$ cat config.mk
export PLATFORM = sky130hd
export DESIGN_NAME = frame_buffer_arbiter
export DESIGN_NICKNAME = d
export VERILOG_FILES = /design/src/rtl/frame_buffer_arbiter.sv
export SDC_FILE = /design/constraint.sdc
export NUM_CORES = 1
export LEC_CHECK = 0
export ABC_AREA = 1
export BUFFER_PORTS_ARGS = -buffer_cell sky130_fd_sc_hd__buf_4
export CAP_MARGIN = 20
export CORE_MARGIN = 5
export CORE_UTILIZATION = 44
export DETAILED_ROUTE_END_ITERATION = 8
export GPL_TIMING_DRIVEN = 0
export PLACE_DENSITY_LB_ADDON = 0.1
export SLEW_MARGIN = 20
export SYNTH_ARGS = -nofsm -noshare
export SYNTH_HDL_FRONTEND = slang
export SYNTH_SLANG_ARGS = --single-unit
$ cat constraint.sdc
create_clock -name clk -period 2.3 [get_ports clk]
set_input_delay 0.46 -clock clk [delete_from_list [all_inputs] [get_ports clk]]
set_output_delay 0.46 -clock clk [all_outputs]
set_load 0.005 [all_outputs]
$ cat src/rtl/frame_buffer_arbiter.sv
// frame_buffer_arbiter: camera-write / LCD-read arbiter onto one Avalon-MM burst master.
// Define FBA_STATS_EN to add burst counters and peak camera grant latency outputs.
module frame_buffer_arbiter #(
  parameter int ADDR_W       = 32,
  parameter int DATA_W       = 16,
  parameter int BURST_W      = 8,
  parameter int STARVE_LIMIT = 64
) (
  input  logic               clk,
  input  logic               reset,
  input  logic               c_req,
  input  logic [ADDR_W-1:0]  c_addr,
  input  logic [BURST_W-1:0] c_burstcount,
  input  logic [DATA_W-1:0]  c_wdata,
  input  logic               c_wvalid,
  output logic               c_grant,
  output logic               c_ack,
  input  logic               l_req,
  input  logic [ADDR_W-1:0]  l_addr,
  input  logic [BURST_W-1:0] l_burstcount,
  input  logic               l_urgent,
  output logic               l_grant,
  output logic [DATA_W-1:0]  l_rdata,
  output logic               l_rvalid,
  output logic [ADDR_W-1:0]  m_address,
  output logic               m_read,
  output logic               m_write,
  output logic [BURST_W-1:0] m_burstcount,
  output logic [DATA_W-1:0]  m_writedata,
  input  logic               m_waitrequest,
  input  logic [DATA_W-1:0]  m_readdata,
`ifdef FBA_STATS_EN
  output logic [31:0]        stat_c_bursts,
  output logic [31:0]        stat_l_bursts,
  output logic [15:0]        stat_max_wait,
`endif
  input  logic               m_readdatavalid
);
  localparam int SW = $clog2(STARVE_LIMIT + 1);
  localparam logic [SW-1:0] LIMIT = SW'(STARVE_LIMIT);
  typedef enum logic [1:0] {IDLE, WR_BURST, RD_CMD, RD_DATA} state_t;
  state_t state, state_nx;
  logic [ADDR_W-1:0] addr_q;
  logic [BURST_W-1:0] bc_q, beat_cnt, sel_bc;
  logic [SW-1:0] starve_cnt;
  logic last_l, any_req, pick_c, last_beat;
  always_comb begin
    any_req = c_req | l_req;
    // urgency first, then starvation boost, then round-robin against last owner
    pick_c = c_req & !(l_req & l_urgent) & ((starve_cnt >= LIMIT) | !l_req | last_l);
    sel_bc = pick_c ? c_burstcount : l_burstcount;
    last_beat = beat_cnt == bc_q - 1'b1;
    c_grant = state == WR_BURST;
    l_grant = (state == RD_CMD) | (state == RD_DATA);
    c_ack = c_grant & c_wvalid & !m_waitrequest;
    l_rvalid = (state == RD_DATA) & m_readdatavalid;
    l_rdata = state == RD_DATA ? m_readdata : '0;
    m_write = c_grant & c_wvalid;
    m_writedata = c_grant ? c_wdata : '0;
    m_read = state == RD_CMD;
    m_address = addr_q;
    m_burstcount = bc_q;
    state_nx = state;
    case (state)
      IDLE:     state_nx = any_req ? (pick_c ? WR_BURST : RD_CMD) : IDLE;
      WR_BURST: state_nx = (c_ack & last_beat) ? IDLE : WR_BURST;
      RD_CMD:   state_nx = m_waitrequest ? RD_CMD : RD_DATA;
      RD_DATA:  state_nx = (l_rvalid & last_beat) ? IDLE : RD_DATA;
      default:  state_nx = IDLE;
    endcase
  end
  always_ff @(posedge clk or posedge reset) begin
    if (reset) begin
      state      <= IDLE;
      addr_q     <= '0;
      bc_q       <= '0;
      beat_cnt   <= '0;
      last_l     <= 1'b1;
      starve_cnt <= '0;
    end else begin
      state <= state_nx;
      if (state == IDLE && any_req) begin
        addr_q   <= pick_c ? c_addr : l_addr;
        bc_q     <= sel_bc == '0 ? BURST_W'(1) : sel_bc;
        beat_cnt <= '0;
        last_l   <= !pick_c;
      end else if (c_ack | l_rvalid) begin
        beat_cnt <= beat_cnt + 1'b1;
      end
      starve_cnt <= (!c_req || c_grant) ? '0 : (starve_cnt == LIMIT ? starve_cnt : starve_cnt + 1'b1);
    end
  end
`ifdef FBA_STATS_EN
  logic [15:0] wait_cnt;
  always_ff @(posedge clk or posedge reset) begin
    if (reset) begin
      stat_c_bursts <= '0;
      stat_l_bursts <= '0;
      stat_max_wait <= '0;
      wait_cnt      <= '0;
    end else begin
      if (state == WR_BURST && state_nx == IDLE) stat_c_bursts <= stat_c_bursts + 1'b1;
      if (state == RD_DATA && state_nx == IDLE) stat_l_bursts <= stat_l_bursts + 1'b1;
      // wait_cnt holds the full latency on the first granted cycle
      if (c_grant && wait_cnt > stat_max_wait) stat_max_wait <= wait_cnt;
      wait_cnt <= (!c_req || c_grant) ? '0 : (&wait_cnt ? wait_cnt : wait_cnt + 1'b1);
    end
  end
`endif
endmodule

# After elaboration in Yosys (flattened, before gate mapping)
# Index checks and enable logic that the tools add are counted.
[op_classes]
n_addsub = 3
order_cmp = 1
eq_ne = 6
muxes = 15
n_bitwise = 13
n_reduce_logical = 10
[ops]
columns = ["operator", "n"]
rows = [
  ["16-bit 2-to-1 mux", 2],
  ["32-bit 2-to-1 mux", 1],
  ["8-bit 2-to-1 mux", 4],
  ["7-bit 2-to-1 mux", 2],
  ["8-bit by 1-bit adder with 8-bit output, second input constant", 1],
  ["1-bit AND", 8],
  ["8-bit equality test", 1],
  ["8-bit zero test", 1],
  ["2-bit case mux with 4 select lines", 1],
  ["8-bit by 1-bit subtractor with 8-bit output, second input constant", 1],
  ["7-bit by 1-bit adder with 7-bit output, second input constant", 1],
  ["7-bit equality test, second input constant", 1],
  ["7-bit >= comparator, second input constant", 1],
  ["2-bit 2-to-1 mux", 3],
  ["1-bit zero test", 5],
  ["1-bit bitwise OR", 5],
  ["2-bit equality test, second input constant", 2],
  ["2-bit by 1-bit equality test with 1-bit output, second input constant", 1],
  ["2-bit zero test", 1],
  ["1-bit 2-to-1 mux", 2],
  ["2-bit inequality test, second input constant", 1],
  ["2-bit nonzero test", 1],
  ["1-bit logical AND", 1],
  ["1-bit logical OR", 1],
]
[totals]
reg_bits = 58
inputBits = 120
output_inout_bits = 78
elab_cells = 54

# Longest topological paths before layout
[depth]
depth_word = 7
ltp_mapped = 13
ltp_nobuf = 13

# Worst setup path after synthesis
# No wires, ideal clock.
[synth_timing]
path_type = "register -> output"
start = "reg state[1]"
end = "out m_writedata[10]"
arrival_ps = 1166
t_required_ps = 1840
slack_ps = 674
stages_incl_launch_ff = 5
n_path_buf = 1
path_cell_list = "dfrtp_1 nor2_4 clkinv_1 clkbuf_1 nor2_1"
[synth_via]
elab_chain_cells = 2
[synth_rtl]
columns = ["element", "line", "rtl"]
rows = [
  ["start: declaration", "42", "state_t state, state_nx;"],
  ["start signal: assignment", "81", "state <= state_nx;"],
  ["2-bit by 1-bit equality test with 1-bit output", "53", "c_grant = state == WR_BURST;"],
  ["via c_grant", "16", "output logic c_grant,"],
  ["16-bit 2-to-1 mux", "59", "m_writedata = c_grant ? c_wdata : '0;"],
  ["end: declaration", "29", "output logic [DATA_W-1:0] m_writedata,"],
]
# The timed path passes the listed nets, and every way through them passes these cells.

# Final worst setup path
[layout_timing]
start = "reg state[1]"
end = "out m_writedata[13]"
[layout_via]
elab_chain_cells = 2
[layout_rtl]
columns = ["element", "line"]
rows = [
  ["2-bit by 1-bit equality test with 1-bit output", "53"],
  ["16-bit 2-to-1 mux", "59"],
]
# No other way between the ends.

==> impl_metrics.env <==
export IMPL_run_status="finished, final reports clean"
export IMPL_rows=32
export IMPL_worst_hold_slack_ns=0.121
export IMPL_busiest_layer="met2"
export IMPL_gr_usage_met2_pct=42.3
export IMPL_crit_required_ns=1.84
export IMPL_max_slew_margin_pct=68.5
export IMPL_via_per_inst=4.82
export IMPL_end_kind="primary output"
export IMPL_synth_seq_cells=58
export IMPL_dp_hpwl_um=9180
export IMPL_die_x_um=98.4
export IMPL_grt_pass1_vias=3984
export IMPL_tightest_slew_ns=0.473
export IMPL_finalHoldViolations=0
export IMPL_finalCritPeriodShare_pct=94.4
export IMPL_grt_met3_usage_pct=8.49
export IMPL_antenna_found_initial=0
export IMPL_worstSetupStartpointType="flop"
export IMPL_netlist_area_mm2=0.00344
export IMPL_dp_cells=786
export IMPL_drt_total_wl_um=11400
export IMPL_grt_usage_pct=23.3
export IMPL_synth_cell_types=31
export IMPL_cts_hold_buf=0
export IMPL_grt_pass1_wl_um=18400
export IMPL_gp_congestion=0.965
export IMPL_final_nets=819
export IMPL_core_area_mm2=0.00769
export IMPL_slew_viol_final=0
export IMPL_first_pass_iters=4
export IMPL_grt_ovfl_total=0
export IMPL_stdcell_count=802
export IMPL_synth_nets=610
export IMPL_gr_usage_met1_pct=24.8
export IMPL_clock_sinks=58
export IMPL_cts_tree="done"
export IMPL_drive_above_1_share_pct=36.0
export IMPL_multi_input_area_mm2=0.00158
export IMPL_cts_root_buf="clkbuf_8"
export IMPL_clock_path_buffers=2
export IMPL_dr_first_iter_drc_count=199
export IMPL_numCtsBuffers=9
export IMPL_ys_seq_area_share_pct=42.2
export IMPL_path_max_fanout=10
export IMPL_synth_warnings=0
export IMPL_post_route_drc_count=0
export IMPL_final_common_cell="buf_4"
export IMPL_syn_to_final_growth_pct=53.9
export IMPL_setup_viol=0
export IMPL_num_io_pins=198
export IMPL_wl_per_cell_um=14.3
export IMPL_clk_pin_slew_ns=0.06
export IMPL_crit_arrival_ns=1.71
export IMPL_syn_area_per_cell_um2=7.08
export IMPL_ctsHtreeMaxLevel=3
export IMPL_yosys_top_cells_area="dfrtp_1 41%, a21oi_1 11%, nor2_1 9.9%, nand2_1 9.4%, inv_1 7.7%"
export IMPL_leakage_uw=0.00284
export IMPL_vdd_drop_max_mv=0.552
export IMPL_cp_slowest_cell="dfrtp_1"
export IMPL_clock_latency_ns=0.33
export IMPL_cpPeakStageDelay_ns=0.46
export IMPL_p_per_area_mw_per_mm2=1090
export IMPL_fmax_mhz=461
export IMPL_die_area_mm2=0.00969
export IMPL_hp_class="input pin to asynchronous set/reset pin"
export IMPL_synth_top_area_share_pct=41.5
export IMPL_dr_total_vias=3868
export IMPL_rsz0062_at_grt="no"
export IMPL_start_util_pct=44.8
export IMPL_crit_chain="nor2_4 -> clkinvlp_4 -> clkbuf_2 -> nor2_1 -> buf_4"
export IMPL_criticalPathCategory="flop to primary output"
export IMPL_drv_cap=0
export IMPL_grt_max_degree=31
export IMPL_finalClockSkew_ns=0.00534
export IMPL_io_buffers=197
export IMPL_final_cell_mix="197 x buf_4, 91 x nor2_1, 86 x nand2_1"
export IMPL_dieHeight_um=98.4
export IMPL_netlist_instances=486
export IMPL_post_route_min_period_ns=2.17
export IMPL_diodes=0
export IMPL_ff_latch_area_mm2=0.00145
export IMPL_yosysTopAreaCell="dfrtp_1"
export IMPL_ant_nets=0
export IMPL_fillers=663
==> final timing paths <==
kind | start | end | slack (ns) | cells after the start
max | state[1]$_DFF_PP0_ | m_writedata[13] | 0.13 | 5
min | reset | m_address[14]$_DFFE_PP0P_ | 0.12 | 2
max reg2reg | m_burstcount[0]$_DFFE_PP0P_ | state[0]$_DFF_PP0_ | 0.42 | 11
min reg2reg | starve_cnt[5]$_DFFE_PP0P_ | starve_cnt[5]$_DFFE_PP0P_ | 0.52 | 1
max in group asynchronous | reset | m_address[21]$_DFFE_PP0P_ | 1.70 | 3
min in group clk | c_addr[13] | m_address[13]$_DFFE_PP0P_ | 0.38 | 3
==> through the flow <==
step	instance area, um^2	TNS (ns)	util [%]	total power (uW)	setup slack, ns
2_1_floorplan	3440	0	-	3280	0.414
3_3_place_gp	5050	-21.04	65.7	4650	-0.371
3_5_place_dp	5070	0	66.0	4750	0.432
4_1_cts	5290	0	68.8	5810	0.0596
5_1_grt	5290	0	68.9	6270	0.00344
6_report	5290	0	68.9	5770	0.128
==> power by group <==
group	switching [uW]	total, uW	leakage [uW]	internal (uW)
Combinational	1520	2940	0.00204	1420
Clock	403	1040	0.000109	636
Sequential	339	1790	0.000692	1450
Total	2260	5770	0.00284	3510
==> cells in the mapped netlist <==
master	count
a21oi_1	77
nand3b_1	2
clkbuf_2	1
inv_2	2
nand3_4	1
buf_2	7
inv_1	71
clkinv_1	1
dfstp_2	1
dfrtp_1	57
clkbuf_1	7
a21oi_2	1
nand4_1	2
nand3_1	20
xnor2_1	4
inv_4	2
nor3_1	2
xor2_1	1
o21ai_2	1
nand2_4	3
ha_1	4
clkbuf_8	1
o21ai_0	22
nand2_1	86
nand2_2	5
o31ai_1	1
nor2_1	91
buf_6	3
or2_2	3
o21ai_1	2
nor2_4	5
==> what timing repair did <==
item	in CTS	in global routing
setup endpoints to repair	0	10
resized for setup	0	3
setup buffers	0	0
==> critical path, delay by kind of cell, from the launching register on <==
kind / cells / cell delay, ns
buf+inv: 3 / 0.53
flops: 1 / 0.46
simple gates: 2 / 0.38
==> cells by family (layout without fill, tap and decap cells) <==
kind of cell    Yosys count  in the layout  share of synthesized area (%)
flops                    58             58                           42.2
compound gates          104            104                           15.4
simple gates            220            220                           27.9
buf+inv                  95            309                           11.7
xor+xnor                  5              5                           1.27
fa+ha+maj                 4              4                           1.45
==> registers in the layout (all words and copies together), names as in the netlist <==
name	flops
beat_cnt	8
last_l	1
m_address	32
m_burstcount	8
starve_cnt	7
state	2
==> routing by layer <==
layer	vias to the layer above	share of wire [%]
met2	159	51
met3	22	9.9
met1	1755	37
li1	1932	-
met5	-	0
met4	0	2.4
==> cell type report <==
type                       instances  share of cell area [%]
sequential                        58                    27.4
multi-input combinational        333                    29.9
inverter                          76                    5.60
timing repair buffer             198                    28.3
tap                              102                    2.41
clock inverter                     5                    1.47
clock buffer                      11                    2.67
buffer                            19                    2.17
Power figures use the tool's default switching activity.
